File: src/rtl/ifetch.sv
// Instruction fetch: one word per request, JAL/BHT next-PC prediction, JALR halt,
// and a small instruction queue whose head feeds the decoder combinationally.
module ifetch #(
    parameter int unsigned DEPTH    = 8,
    parameter int unsigned BHT_BITS = 6,
    parameter logic [31:0] RESET_PC = 32'h0
) (
    input  logic        clk,
    input  logic        rst,
    input  logic        rdy,
    input  logic        clear,
    input  logic [31:0] clear_pc,
    output logic        mem_req,
    output logic [31:0] mem_addr,
    input  logic        mem_done,
    input  logic [31:0] mem_data,
    output logic        dec_ok,
    output logic [31:0] dec_pc,
    output logic [31:0] dec_ins,
    output logic        dec_jp,
    input  logic        issue_stall,
    input  logic        jalr_ok,
    input  logic [31:0] jalr_pc,
    input  logic        bp_upd,
    input  logic [31:0] bp_pc,
    input  logic        bp_taken
);
    localparam int unsigned PTR_W = $clog2(DEPTH);
    localparam int unsigned CNT_W = $clog2(DEPTH + 1);
    localparam int unsigned BHT_N = 1 << BHT_BITS;

    localparam logic [6:0] OP_JAL    = 7'b1101111;
    localparam logic [6:0] OP_BRANCH = 7'b1100011;
    localparam logic [6:0] OP_JALR   = 7'b1100111;

    typedef enum logic [1:0] {
        S_IDLE,
        S_WAIT,
        S_HALT
    } state_t;

    typedef struct packed {
        logic [31:0] pc;
        logic [31:0] ins;
        logic        jp;
        logic        is_jalr;
    } entry_t;

    state_t              r_state;
    state_t              w_state_n;
    logic [31:0]         r_pc;
    logic [31:0]         w_pc_n;

    entry_t              r_q [DEPTH];
    logic [PTR_W-1:0]    r_head;
    logic [PTR_W-1:0]    r_tail;
    logic [CNT_W-1:0]    r_count;

    logic [1:0]          r_bht [BHT_N];

    entry_t              w_head;
    entry_t              w_new;
    logic                w_dec_ok;
    logic                w_pop;
    logic                w_push;
    logic [BHT_BITS-1:0] w_lk_idx;
    logic [BHT_BITS-1:0] w_up_idx;
    logic [31:0]         w_j_imm;
    logic [31:0]         w_b_imm;
    logic                w_unused;

    assign w_unused = ^{bp_pc[31:BHT_BITS+2], bp_pc[1:0]};

    // Queue head and pop qualification.
    assign w_dec_ok = (r_count != '0);
    assign w_head   = r_q[r_head];
    assign w_pop    = w_dec_ok && !issue_stall && (!w_head.is_jalr || jalr_ok) && rdy && !clear;

    assign dec_ok  = w_dec_ok;
    assign dec_pc  = w_dec_ok ? w_head.pc  : 32'h0;
    assign dec_ins = w_dec_ok ? w_head.ins : 32'h0;
    assign dec_jp  = w_dec_ok ? w_head.jp  : 1'b0;

    assign mem_req  = (r_state == S_WAIT);
    assign mem_addr = {r_pc[31:2], 2'b00};

    // Predecode immediates of the returning word.
    assign w_j_imm  = {{12{mem_data[31]}}, mem_data[19:12], mem_data[20], mem_data[30:21], 1'b0};
    assign w_b_imm  = {{20{mem_data[31]}}, mem_data[7], mem_data[30:25], mem_data[11:8], 1'b0};
    assign w_lk_idx = r_pc[BHT_BITS+1:2];
    assign w_up_idx = bp_pc[BHT_BITS+1:2];

    // Fetch FSM next state, next PC and queue push.
    always_comb begin
        w_state_n   = r_state;
        w_pc_n      = r_pc;
        w_push      = 1'b0;
        w_new       = '0;
        w_new.pc    = r_pc;
        w_new.ins   = mem_data;
        case (r_state)
            S_IDLE: begin
                if ((r_count < CNT_W'(DEPTH)) || w_pop) begin
                    w_state_n = S_WAIT;
                end
            end
            S_WAIT: begin
                if (mem_done) begin
                    w_push    = 1'b1;
                    w_state_n = S_IDLE;
                    case (mem_data[6:0])
                        OP_JAL: begin
                            w_pc_n   = r_pc + w_j_imm;
                            w_new.jp = 1'b1;
                        end
                        OP_BRANCH: begin
                            if (r_bht[w_lk_idx][1]) begin
                                w_pc_n   = r_pc + w_b_imm;
                                w_new.jp = 1'b1;
                            end else begin
                                w_pc_n = r_pc + 32'd4;
                            end
                        end
                        OP_JALR: begin
                            w_new.is_jalr = 1'b1;
                            w_state_n     = S_HALT;
                        end
                        default: w_pc_n = r_pc + 32'd4;
                    endcase
                end
            end
            S_HALT: begin
                if (jalr_ok) begin
                    w_pc_n    = jalr_pc;
                    w_state_n = S_IDLE;
                end
            end
            default: w_state_n = S_IDLE;
        endcase
        // A flush redirects fetch and drops any word returning in the same cycle.
        if (clear) begin
            w_state_n = S_IDLE;
            w_pc_n    = clear_pc;
            w_push    = 1'b0;
        end
    end

    always_ff @(posedge clk) begin
        if (rst) begin
            r_state <= S_IDLE;
            r_pc    <= RESET_PC;
        end else if (rdy) begin
            r_state <= w_state_n;
            r_pc    <= w_pc_n;
        end
    end

    // Queue pointers and occupancy.
    always_ff @(posedge clk) begin
        if (rst) begin
            r_head  <= '0;
            r_tail  <= '0;
            r_count <= '0;
        end else if (rdy) begin
            if (clear) begin
                r_head  <= '0;
                r_tail  <= '0;
                r_count <= '0;
            end else begin
                if (w_push) begin
                    r_tail <= r_tail + PTR_W'(1);
                end
                if (w_pop) begin
                    r_head <= r_head + PTR_W'(1);
                end
                if (w_push && !w_pop) begin
                    r_count <= r_count + CNT_W'(1);
                end else if (!w_push && w_pop) begin
                    r_count <= r_count - CNT_W'(1);
                end
            end
        end
    end

    always_ff @(posedge clk) begin
        if (!rst && rdy && w_push) begin
            r_q[r_tail] <= w_new;
        end
    end

    // Branch history: 2-bit saturating counters trained at commit.
    always_ff @(posedge clk) begin
        if (rst) begin
            for (int unsigned i = 0; i < BHT_N; i++) begin
                r_bht[i[BHT_BITS-1:0]] <= 2'b01;
            end
        end else if (rdy && bp_upd) begin
            if (bp_taken) begin
                if (r_bht[w_up_idx] != 2'b11) begin
                    r_bht[w_up_idx] <= r_bht[w_up_idx] + 2'd1;
                end
            end else begin
                if (r_bht[w_up_idx] != 2'b00) begin
                    r_bht[w_up_idx] <= r_bht[w_up_idx] - 2'd1;
                end
            end
        end
    end

endmodule

File: config.mk
export PLATFORM = sky130hd
export DESIGN_NAME = ifetch
export DESIGN_NICKNAME = d
export VERILOG_FILES = /design/src/rtl/ifetch.sv
export SDC_FILE = /design/constraint.sdc
export NUM_CORES = 1
export LEC_CHECK = 0
export CORE_MARGIN = 2
export CORE_UTILIZATION = 45
export CTS_BUF_LIST = sky130_fd_sc_hd__clkbuf_4 sky130_fd_sc_hd__clkbuf_8
export DETAILED_ROUTE_END_ITERATION = 7
export PLACE_DENSITY_LB_ADDON = 0.08
export SLEW_MARGIN = 40
export SYNTH_ARGS = -nofsm -noshare
export SYNTH_HDL_FRONTEND = slang
export SYNTH_SLANG_ARGS = --single-unit
File: constraint.sdc
create_clock -name clk -period 15.2 [get_ports clk]
set_clock_uncertainty 0.1 [all_clocks]
set_input_delay 4.56 -clock clk [delete_from_list [all_inputs] [get_ports clk]]
set_output_delay 4.56 -clock clk [all_outputs]
set_load 0.05 [all_outputs]
# Word level (Yosys, flattened, before mapping)
# Memories as Yosys holds them, arrays and structs flattened. A register that Yosys moved wholly into a read port is not among the register bits.
# Index checks and enable logic that the tools add are counted.
# totals
mem_count	2
regBits	44
elab_cells	110
ramBits	656
in_bits	137
out_inout_bits	99
# memory_table
name	words	word_bits	read_ports	rd_ports_with_merged_regs	wr	line_no	rtl
r_q	8	66	1	1	1	54	entry_t r_q [DEPTH];
r_bht	64	2	2	1	64	59	logic [1:0] r_bht [BHT_N];
# op_classes
eq_ne	10
magnitude_cmp	1
n_reduce_logical	30
muxes	52
addsub	9
bitwise_logic	1
# ops
op	n
2-to-1 mux 32 bit	6
case mux 32 bit (3 select lines)	1
adder 32 bit	2
case mux 32 bit (2 select lines)	1
adder 32 x 3 -> 32 bit (second input constant)	1
== test 7 bit (second input constant)	3
2-to-1 mux 1 bit	21
2-to-1 mux 2 bit	9
2-to-1 mux 3 bit	6
2-to-1 mux 6 bit	3
2-to-1 mux 4 bit	3
logical AND 1 bit	9
!= test 3 bit (second input constant)	3
adder 3 x 1 -> 3 bit (second input constant)	2
zero test 1 bit	6
case mux 2 bit (3 select lines)	1
AND reduction 2 bit	3
nonzero test 2 bit	3
nonzero test 3 bit	2
AND reduction 5 bit	1
adder 4 x 1 -> 4 bit (second input constant)	1
< comparator 4 bit (second input constant)	1
AND reduction 4 bit	1
nonzero test 4 bit	1
12 further kinds	13

# Longest topological paths before layout
# Gate-level depths: netlist (run 1).
# An unclocked memory read counts as a cell.
# logic_depth
ltp_word	10
ltp_mapped	15
mapped_depth_nobuf	11

# Worst setup path after synthesis (run 1)
# OpenSTA, ideal clock, no wires.
# synth_timing
path_type	input to register
startpoint	input port rdy
endpoint	memory r_q[6][0] (netlist name), enable pin
required_time_ns	14.447
path_stages	3
path_buffers	1
arrival_time_ns	11.312
setup_time_ns	0.653
setup_slack_ns	3.135
cell_sequence	clkbuf_1 > nand3_1 > nor4_1
# synth_via
elab_chain_cells	4
# synth_rtl
element	line_no	rtl
start: declaration	10	input logic rdy,
logical AND 1 bit (2 in series)	186	if (!rst && rdy && w_push) begin
2-to-1 mux 1 bit	186	
2-to-1 mux 1 bit (not written as such)	187	r_q[r_tail] <= w_new;
end: declaration	54	
# No other way between the ends.

==> summary.md, run 1 <==
| Metric | Value |
|---|---|
| Depth of the worst register-to-register path | `9` |
| Startpoint types | `flip-flop` |
| Worst-margin pin slew | `0.8849 ns` |
| Pre-CTS setup slack | `6.254 ns` |
| Setup-failing EPs final | `0` |
| Headroom to the max-slew limit | `0.4055` |
| Routed vias | `22540` |
| Critical path type | `reg -> out` |
| Layout cells sized above 1 | `0.1700` |
| Root buffer cell | `clkbuf_8` |
| Critical-path cell list | `buf_4 -> buf_6 -> mux4_2 -> mux2i_1 -> nor2_1 -> clkdlybuf4s50_1` |
| Starting Density | `0.4545` |
| FF+latch count, synth | `709` |
| Number of library cell types mapped by synthesis | `77` |
| Fin crit period | `9.036 ns` |
| DRT Wirelength | `100400 um` |
| # fillers | `6243` |
| Clk Latency, worst-skew pair | `0.76 ns` |
| Ys flop type | `edfxtp_1` |
| Initial antenna violation count | `2` |
| Core region area | `74450 um^2` |
| Drt first pass iters | `5` |
| Hold Crit Depth | `0` |
| Nets@finish | `2823` |
| EDFF count, synth | `656` |
| Die width | `278.2 um` |
| VDD IR max | `0.06087 mV` |
| All-layer global routing usage | `0.2595` |
| Hold crit path type | `reg -> reg` |
| Synth top area cells | `edfxtp_1, mux4_2, mux2i_1` |
| Logic pwr share | `0.109` |
| Hold-fix buffers, CTS | `0` |
| Global-route wire length before repair | `148100 um` |
| CTS buffer count | `114` |
| Warnings from Yosys | `0` |
| Hold slack | `0.3699 ns` |
| Synth Instances | `2442` |
| P_leak | `12.73 nW` |
| Detailed Place HPWL | `63620 um` |
| Clock power share | `0.393` |
| Cells after DPL | `3487` |
| Sequential-to-total area share from yosys stat | `0.6136` |
| DR WL/cell | `27.09 um` |
| Post-DRT Antenna Nets | `0` |
| IO buf count | `207` |
| Placer Congestion | `0.9093` |
| Area Overhead vs Synth | `16.09%` |
| Grt ovf | `0` |
| Slowest stage cell, crit path | `clkdlybuf4s50_1` |
| Die area | `77390 um^2` |
| Drt drc | `0` |
| Max Buffers Root-to-Sink | `3` |
| Fin crit share | `0.5945` |
| Sum Neg Setup Slack | `0 ns` |
| Max Slew Vio Count | `0` |
| Internal power | `3.245 mW` |
| Worst Slack Setup Final | `6.164 ns` |
| F_max | `110.7 MHz` |
| RSZ-0062 raised after global routing | `no` |
| FP Rows | `100` |
| H-tree depth | `3` |
| TritonCTS clock tree | `built` |
| CTS resizes | `0` |
| Tot Pwr | `4.355 mW` |
| Post-CTS Setup Inserts | `0` |
| Clock Pin Slew Worst Setup and Hold Paths | `0.06 ns` |
| Vias in the first global route | `22150` |
| Critical path's largest stage delay | `0.73 ns` |
| Pwr per Cell Area | `110.9 nW/um^2` |
| I/O pin cnt | `236` |
| Multi-input logic area | `12170 um^2` |
| Pin count of the biggest net entering global routing | `71` |
| Register area | `20770 um^2` |
| Switching share of power | `0.2550` |
| Initial DRC Count | `2336` |
| Crit. End Element | `output pin` |
| Clock Sinks | `709` |
| Final Hold Vio Count | `0` |
| Outcome | `completed` |
| Layout Cells excl Fill | `3705` |
| Die height | `278.2 um` |
| Post-Syn Area | `33830 um^2` |
| Syn Area/Cell | `13.85 um^2` |
| Dominant cell type by area after synthesis | `edfxtp_1` |
| CP required | `10.54 ns` |
| Crit Path Max Fanout | `49` |
| Max_cap viols | `0` |
| FFs w/ async S/R, synth | `0` |
| Reg power frac | `0.498` |
| Vias per cell | `6.082` |
| Synth top area share | `0.5822` |
| Psw | `1.111 mW` |
| Critical Path AT | `4.38 ns` |
-- cells in the mapped netlist, drive strengths merged, types with 11 or more instances --
cell type	number
o22ai	18
mux2i	121
a21o	31
nor2	221
nor3	32
dfxtp	53
nand2	178
a221oi	14
and3b	11
o21bai	70
nand2b	18
buf	89
xor2	32
ha	48
a21oi	106
edfxtp	656
a211oi	21
and2	12
mux4	146
nor4	16
or2	12
nand3	49
and3	28
xnor2	36
nand4	15
clkbuf	103
or3	14
nor3b	11
o21ai	89
a31oi	22
a22oi	14
inv	26
-- critical path: cells and delay by family (launching register included) --
| kind | cells | cell delay, ns |
|---|---|---|
| buffers and inverters | 3 | 2.01 |
| DFF | 1 | 0.67 |
| and+or+nand+nor | 1 | 0.07 |
| muxes | 2 | 0.82 |
-- per-layer routing --
layer	GRT usage	vias up	wire, um
met3	0.03853	114	7586
li1	-	9862	-
met5	0	-	12
met1	0.3939	11560	45680
met2	0.3929	1001	45330
met4	0.06542	2	1773
-- worst paths after layout --
kind	from	endpoint	slack, ns
worst min-delay path	r_pc[20]$_SDFFE_PP0P_	r_q[2][54]$_DFFE_PP_	0.37
worst max register to register	flip-flop	r_pc[14]$_SDFFE_PP0P_	10.62
worst max-delay path	flip-flop	dec_ins[17]	6.16
worst min register to register	r_pc[20]$_SDFFE_PP0P_	r_q[2][54]$_DFFE_PP_	0.37
-- through the flow --
step                        util  cell area, um^2
after floorplan                -            33840
after global placement    0.4926            36670
after detailed placement  0.4946            36820
after CTS                 0.5270            39230
after global routing      0.5276            39280
final                     0.5276            39280
-- sequential cells by signal, summed over array words and instances (netlist names), named ones only --
register and count:
r_head 3, r_count 4, r_tail 3, r_pc 32, r_state 2, r_bht 128, r_q 528
-- cell usage in the layout (no fill, tap or decap), types with 15 or more instances in the layout --
cell               n
nand2b_1          18
mux2i_1          121
clkinv_1          20
nand2_1          178
ha_1              48
nor3_1            31
and3_1            27
nand3_1           49
o21bai_1          67
a21o_1            31
inv_1             26
a21oi_1          102
a211oi_1          21
clkdlybuf4s50_1  202
a31oi_1           19
clkbuf_4          35
o21ai_0           85
clkbuf_8         125
xnor2_1           36
buf_4             50
nor2_1           216
o22ai_1           18
clkinv_2          25
xor2_1            32
nand4_1           15
edfxtp_1         656
dfxtp_1           50
mux4_2           146
-- cell type report --
type                       count  share of cell area
timing repair buffer         268             0.06639
clock buffer                 160             0.05049
inverter                      27            0.002580
sequential                   709              0.5289
multi-input combinational   1515              0.3098
antenna                        1          0.00006371
clock inverter                56             0.01090
tap                          969             0.03087
-- cell families after synthesis --
logic type / share of synthesized area
compound gates: 0.09153
simple gates: 0.09275
xor+xnor: 0.01760
other cells: 0.0001108
mux: 0.1347
fa+ha+maj: 0.01953
flops: 0.6136
buf+inv: 0.03021
-- power groups by stage --
stage,combinational [mW],sequential [mW],clock (mW)
finish,0.474,2.17,1.71
global route,0.504,2.17,1.83
CTS,0.469,2.17,1.75
detailed placement,0.467,2.21,0
global placement,0.462,2.21,0
floorplan,0.295,2.21,0
Power figures use the tool's default switching activity.
==> inputs of run 2 (changes only) <==
clock period = 7.4 ns   (was 15.2 ns; I/O delays follow)
==> run 2 against run 1 <==
Against the previous run:
- hold slack hardly changed
- power is 110% higher
- largest cell class unchanged
- sequential power is 110% higher
- non-clock buffer count is 28 higher
- via count hardly changed
- die area stayed put
- largest power group unchanged
- sequential cell count stayed put
==> summary.md, run 2 (synthesis gave the netlist of run 1 again) <==
| Metric | Value |
|---|---|
| Commonest cells after routing, fill and taps aside | `edfxtp_1, nor2_1, clkdlybuf4s50_1` |
| Max Buffers Root-to-Sink | `3 (unchanged)` |
| DR WL/cell | `27.23 um (+0.52%)` |
| I/O pin cnt | `236 (unchanged)` |
| Post-DRT Antenna Nets | `0 (unchanged)` |
| Outcome | `completed` |
| Final Hold Vio Count | `0 (unchanged)` |
| Nets@finish | `2852 (+1.0%)` |
| Pwr per Cell Area | `231.7 nW/um^2 (+110%)` |
| Drt first pass iters | `6 (+1)` |
| Clock Sinks | `709 (unchanged)` |
| H-tree depth | `3 (unchanged)` |
| IO buf count | `207 (unchanged)` |
| VDD IR max | `0.1187 mV (+95%)` |
| CTS resizes | `0 (unchanged)` |
| Hold crit path type | `reg -> reg` |
| Clock Pin Slew Worst Setup and Hold Paths | `0.06 ns (about the same)` |
| Critical Path AT | `6.23 ns (+1.85 ns)` |
| Hold-fix buffers, CTS | `0 (unchanged)` |
| Multi-input logic area | `12150 um^2 (-0.20%)` |
| Startpoint types | `input pin` |
| Worst-margin pin slew | `0.8838 ns (-0.001084 ns)` |
| Area Overhead vs Synth | `17.15%` |
| Critical path type | `in -> reg` |
| FF-to-FF setup slack | `2.82 ns (-7.80 ns)` |
| DRT Wirelength | `101600 um (+1.2%)` |
| Max Slew Vio Count | `0 (unchanged)` |
| Starting Density | `0.4545 (unchanged)` |
| Largest regs | `r_q x528, r_bht x128, r_pc x32` |
| All-layer global routing usage | `0.2615 (+0.002058)` |
| Commonest non-fill, non-tap cell in the layout | `edfxtp_1` |
| Max reg flops | `528 (unchanged)` |
| Fin crit share | `0.7749` |
| Design area | `39630 um^2 (+0.91%)` |
| Tot Pwr | `9.184 mW (+110%)` |
| Core region area | `74450 um^2 (unchanged)` |
| Setup-failing EPs final | `0 (unchanged)` |
| FP Rows | `100 (unchanged)` |
| Crit. End Element | `flip-flop` |
| Biggest register | `r_q` |
| Max_cap viols | `0 (unchanged)` |
| CTS buffer count | `115 (+0.88%)` |
| TritonCTS clock tree | `built` |
| Drt drc | `0 (unchanged)` |
| F_max | `174.4 MHz` |
| Initial DRC Count | `2107 (-9.8%)` |
| Vias in the first global route | `22510 (+1.6%)` |
| Post-CTS Setup Inserts | `0 (unchanged)` |
| Pin count of the biggest net entering global routing | `61 (-14%)` |
| Pre-CTS setup slack | `1.019 ns (-5.236 ns)` |
| CP required | `7.90 ns (-2.64 ns)` |
| Routed vias | `22520 (-0.058%)` |
| Die height | `278.2 um (unchanged)` |
| Global-route wire length before repair | `148300 um (+0.13%)` |
| Headroom to the max-slew limit | `0.4059 (about the same)` |
| Placer Congestion | `0.9225 (+1.5%)` |
| Grt ovf | `0 (unchanged)` |
| Root buffer cell | `clkbuf_8` |
| Detailed Place HPWL | `65760 um (+3.4%)` |
| P_leak | `12.92 nW (+1.5%)` |
| Layout cells sized above 1 | `0.1746 (+0.004619)` |
| Worst Slack Setup Final | `1.665 ns (-4.498 ns)` |
| RSZ-0062 raised after global routing | `no` |
| Register area | `20770 um^2 (about the same)` |
| Vias per cell | `6.036 (-0.75%)` |
| Clk Latency, worst-skew pair | `0.73 ns (-0.03 ns)` |
| # fillers | `6265 (+0.35%)` |
| Die area | `77390 um^2 (unchanged)` |
| Area after DPL | `37070 um^2 (+0.67%)` |
| Crit Path Max Fanout | `9 (-82%)` |
| Fin crit period | `5.735 ns` |
| Die width | `278.2 um (unchanged)` |
| Initial antenna violation count | `4 (+2)` |
[run 2: changes by cell type in the layout (fill, tap and decap cells not counted), sizes merged]
| cell | before | now |
|---|---|---|
| buf | 66 | 95 |
| bufinv | 5 | 12 |
| clkinv | 47 | 43 |
| clkbuf | 160 | 157 |
| clkinvlp | 2 | 0 |
| clkdlybuf4s50 | 202 | 201 |
| diode | 1 | 2 |
| inv | 29 | 28 |
[run 2: metal layers]
layer	share of wire	global-route usage	vias to the layer above
li1	-	-	9922
met1	0.44	0.3788	11480
met2	0.45	0.3977	971
met3	0.083	0.05608	141
met4	0.024	0.07831	4
met5	0.00023	0	-
[run 2: final cells by class]
cell class              instances  area share
flip-flops and latches        709      0.5241
multi-input cells            1515      0.3064
repair buffers                296     0.07166
clock buffers                 157     0.04963
well taps                     969     0.03059
clock inverters                56     0.01487
inverters                      27    0.002557
diodes                          2   0.0001263
[run 2: path summary, 6_finish.rpt]
| kind | endpoint | startpoint | cells past startpoint |
|---|---|---|---|
| setup / recovery | r_pc[27]$_SDFFE_PP0P_ | mem_data[21] | 13 |
| hold / removal | r_q[5][44]$_DFFE_PP_ | r_pc[10]$_SDFFE_PP0P_ | 0 |
| setup reg to reg | r_pc[11]$_SDFFE_PP0P_ | flip-flop | 9 |
| hold reg to reg | r_q[5][44]$_DFFE_PP_ | r_pc[10]$_SDFFE_PP0P_ | 0 |
[run 2: where the power goes]
group,total (mW),internal (mW),switching (mW)
Clock,3.74,2.15,1.59
Sequential,4.47,4.41,0.0603
Combinational,0.976,0.348,0.628
[run 2: critical path, cell delays in order]
cell             delay [ns]
clkdlybuf4s50_1        0.70
ha_1                   0.29
fa_1                   0.27
a211oi_1               0.10
o31ai_1                0.60
a31oi_1                0.29
o221ai_1               0.26
buf_4                  0.18
a31oi_1                0.20
o21a_1                 0.27
o2111ai_1              0.36
a31oi_1                0.14
or3_1                  0.35
[run 2: stage by stage]
| stage | instances | util | hold WS, ns | TNS (ns) |
|---|---|---|---|---|
| 2_1_floorplan | 2443 | - | 0.3494 | -241.24 |
| 3_5_place_dp | 3516 | 0.4979 | 0.3607 | 0 |
| 3_3_place_gp | 3511 | 0.4964 | 0.3601 | 0 |
| 6_report | 3731 | 0.5324 | 0.3696 | 0 |
| 4_1_cts | 3729 | 0.5322 | 0.3647 | 0 |
| 5_1_grt | 3730 | 0.5324 | 0.4084 | 0 |
==> inputs of run 3 (changes only) <==
clock period = 5.79 ns   (was 7.4 ns; I/O delays follow)
==> run 3 against run 2 <==
Against the previous run:
- sequential cell count stayed put
- final cell count is 1.7% higher
- global-route usage is 0.21 points higher
- via count is 1.5% higher
- critical path depth is 8 lower
- largest power group unchanged
- clock power is 13% higher
- wire length is 0.52% higher
- register-to-register slack worse by 1.6 ns
- sequential share of layout area is 0.35 points lower
- combinational power is 33% higher
- core utilization is 0.35 points higher
==> summary.md, run 3 (synthesis gave the netlist of run 1 again) <==
| Metric | Value |
|---|---|
| F_max | `184.2 MHz` |
| Drt first pass iters | `5 (-1)` |
| Logic pwr share | `0.116 (+0.010)` |
| CTS resizes | `0 (unchanged)` |
| Post-DRT Antenna Nets | `0 (unchanged)` |
| Hold-fix buffers, CTS | `0 (unchanged)` |
| Global-route wire length before repair | `150100 um (+1.2%)` |
| RSZ-0062 raised after global routing | `no` |
| TritonCTS clock tree | `built` |
| VDD IR max | `0.1551 mV (+31%)` |
| Commonest cells after routing, fill and taps aside | `edfxtp_1, nor2_1, clkdlybuf4s50_1` |
| Placer Congestion | `0.9054 (-1.9%)` |
| Internal power | `8.353 mW (+21%)` |
| Critical Path AT | `3.59 ns (-2.64 ns)` |
| CP required | `3.95 ns (-3.95 ns)` |
| Biggest register | `r_q` |
| Startpoint types | `flip-flop` |
| Pwr per Cell Area | `281.3 nW/um^2 (+21%)` |
| Core region area | `74450 um^2 (unchanged)` |
| DRT Wirelength | `102100 um (+0.52%)` |
| Critical path type | `reg -> out` |
| Design area | `39900 um^2 (+0.67%)` |
| Die area | `77390 um^2 (unchanged)` |
| Initial antenna violation count | `4 (unchanged)` |
| CTS buffer count | `112 (-2.6%)` |
| Pin count of the biggest net entering global routing | `67 (+9.8%)` |
| Headroom to the max-slew limit | `0.3563 (-0.04964)` |
| H-tree depth | `3 (unchanged)` |
| Largest regs | `r_q x528, r_bht x128, r_pc x32` |
| Die height | `278.2 um (unchanged)` |
| Hold slack | `0.4093 ns (+0.03969 ns)` |
| Final Hold Vio Count | `0 (unchanged)` |
| Crit Path Max Fanout | `40 (+31)` |
| Setup-failing EPs final | `0 (unchanged)` |
| Crit. End Element | `output pin` |
| Root buffer cell | `clkbuf_8` |
| Max Buffers Root-to-Sink | `3 (unchanged)` |
| Grt ovf | `0 (unchanged)` |
| FP Rows | `100 (unchanged)` |
| Outcome | `completed` |
| Fin crit period | `5.430 ns` |
| Psw | `2.872 mW (+26%)` |
| Vias in the first global route | `23030 (+2.3%)` |
| Detailed Place HPWL | `66940 um (+1.8%)` |
| Clock power share | `0.376 (-0.031)` |
| IO buf count | `207 (unchanged)` |
| Hold crit path type | `reg -> reg` |
| Final core occ | `0.5359 (+0.003546)` |
| Max reg flops | `528 (unchanged)` |
| Nets@finish | `2924 (+2.5%)` |
| Max_cap viols | `0 (unchanged)` |
| Clock Sinks | `709 (unchanged)` |
| Cells after DPL | `3590 (+2.1%)` |
| Layout Cells excl Fill | `3796 (+1.7%)` |
| Switching share of power | `0.2558 (+0.007507)` |
| Fin crit share | `0.9379` |
| Die width | `278.2 um (unchanged)` |
| Clk Latency, worst-skew pair | `0.73 ns (about the same)` |
| Drt drc | `0 (unchanged)` |
| Worst-margin pin slew | `0.9555 ns (+0.07171 ns)` |
| Commonest non-fill, non-tap cell in the layout | `edfxtp_1` |
| Routed vias | `22860 (+1.5%)` |
| Layout cells sized above 1 | `0.1924 (+0.01778)` |
| Area after DPL | `37630 um^2 (+1.5%)` |
| Max Slew Vio Count | `0 (unchanged)` |
| P_leak | `13.10 nW (+1.4%)` |
| # fillers | `6248 (-0.27%)` |
| All-layer global routing usage | `0.2636 (+0.002106)` |
| Post-CTS Setup Inserts | `0 (unchanged)` |
| Area Overhead vs Synth | `17.93%` |
| Initial DRC Count | `2532 (+20%)` |
| Reg power frac | `0.508 (+0.021)` |
| I/O pin cnt | `236 (unchanged)` |
| Tot Pwr | `11.23 mW (+22%)` |
| Vias per cell | `6.021 (-0.25%)` |
| Starting Density | `0.4545 (unchanged)` |
| Clock Pin Slew Worst Setup and Hold Paths | `0.06 ns (about the same)` |
| DR WL/cell | `26.91 um (-1.2%)` |
run 3: changes by cell type in the layout (fill, tap and decap cells not counted), moves of 4 or more:
cell | previous run | this run
buf_4 | 81 | 151
clkinv_2 | 15 | 11
bufinv_16 | 12 | 2
clkbuf_8 | 126 | 119
clkbuf_4 | 31 | 40
clkinv_1 | 26 | 21
run 3: path summary, 6_finish.rpt:
check,startpoint,end,depth (start not counted),slack [ns]
max,flip-flop,dec_ins[17],5,0.36
min,r_count[0]$_SDFFE_PP0P_,r_count[0]$_SDFFE_PP0P_,2,0.41
max reg2reg,flip-flop,r_pc[14]$_SDFFE_PP0P_,9,1.26
min reg2reg,r_count[0]$_SDFFE_PP0P_,r_count[0]$_SDFFE_PP0P_,2,0.41
run 3: critical path: stages (launching register included):
cell             delay [ns]
dfxtp_4                0.73
buf_12                 0.39
mux4_2                 0.56
mux2i_1                0.29
nor2_1                 0.09
clkdlybuf4s50_1        0.74
run 3: layer usage:
layer / up-vias / wire [um] / global-route usage
li1: 10080 / - / -
met1: 11610 / 45350 / 0.3828
met2: 1010 / 46440 / 0.4101
met3: 160 / 8053 / 0.05205
met4: 4 / 2273 / 0.06445
met5: - / 30 / 0
run 3: layout make-up:
type	count	area (um^2)	share of cell area
Antenna cell	5	12.51	0.0003136
Clock buffer	159	1938	0.04858
Clock inverter	41	286.5	0.007181
Inverter	27	101.3	0.002540
Multi-Input combinational cell	1515	12130	0.3040
Sequential cell	709	20770	0.5206
Tap cell	969	1212	0.03039
Timing Repair Buffer	371	3447	0.08640
run 3: power by group through the flow:
stage	clock (mW)	combinational [mW]	sequential, mW
after floorplan	0	0.773	5.79
after global placement	0	1.27	5.81
after detailed placement	0	1.28	5.81
after CTS	4.32	1.28	5.70
after global routing	4.53	1.37	5.71
final	4.23	1.30	5.70
run 3: metrics by stage:
stage	setup WS [ns]	TNS, ns
after CTS	0.2732	0
after global placement	0.1852	0
after detailed placement	0.1631	0
final	0.3597	0
after floorplan	-2.141	-583.56
after global routing	0.2009	0
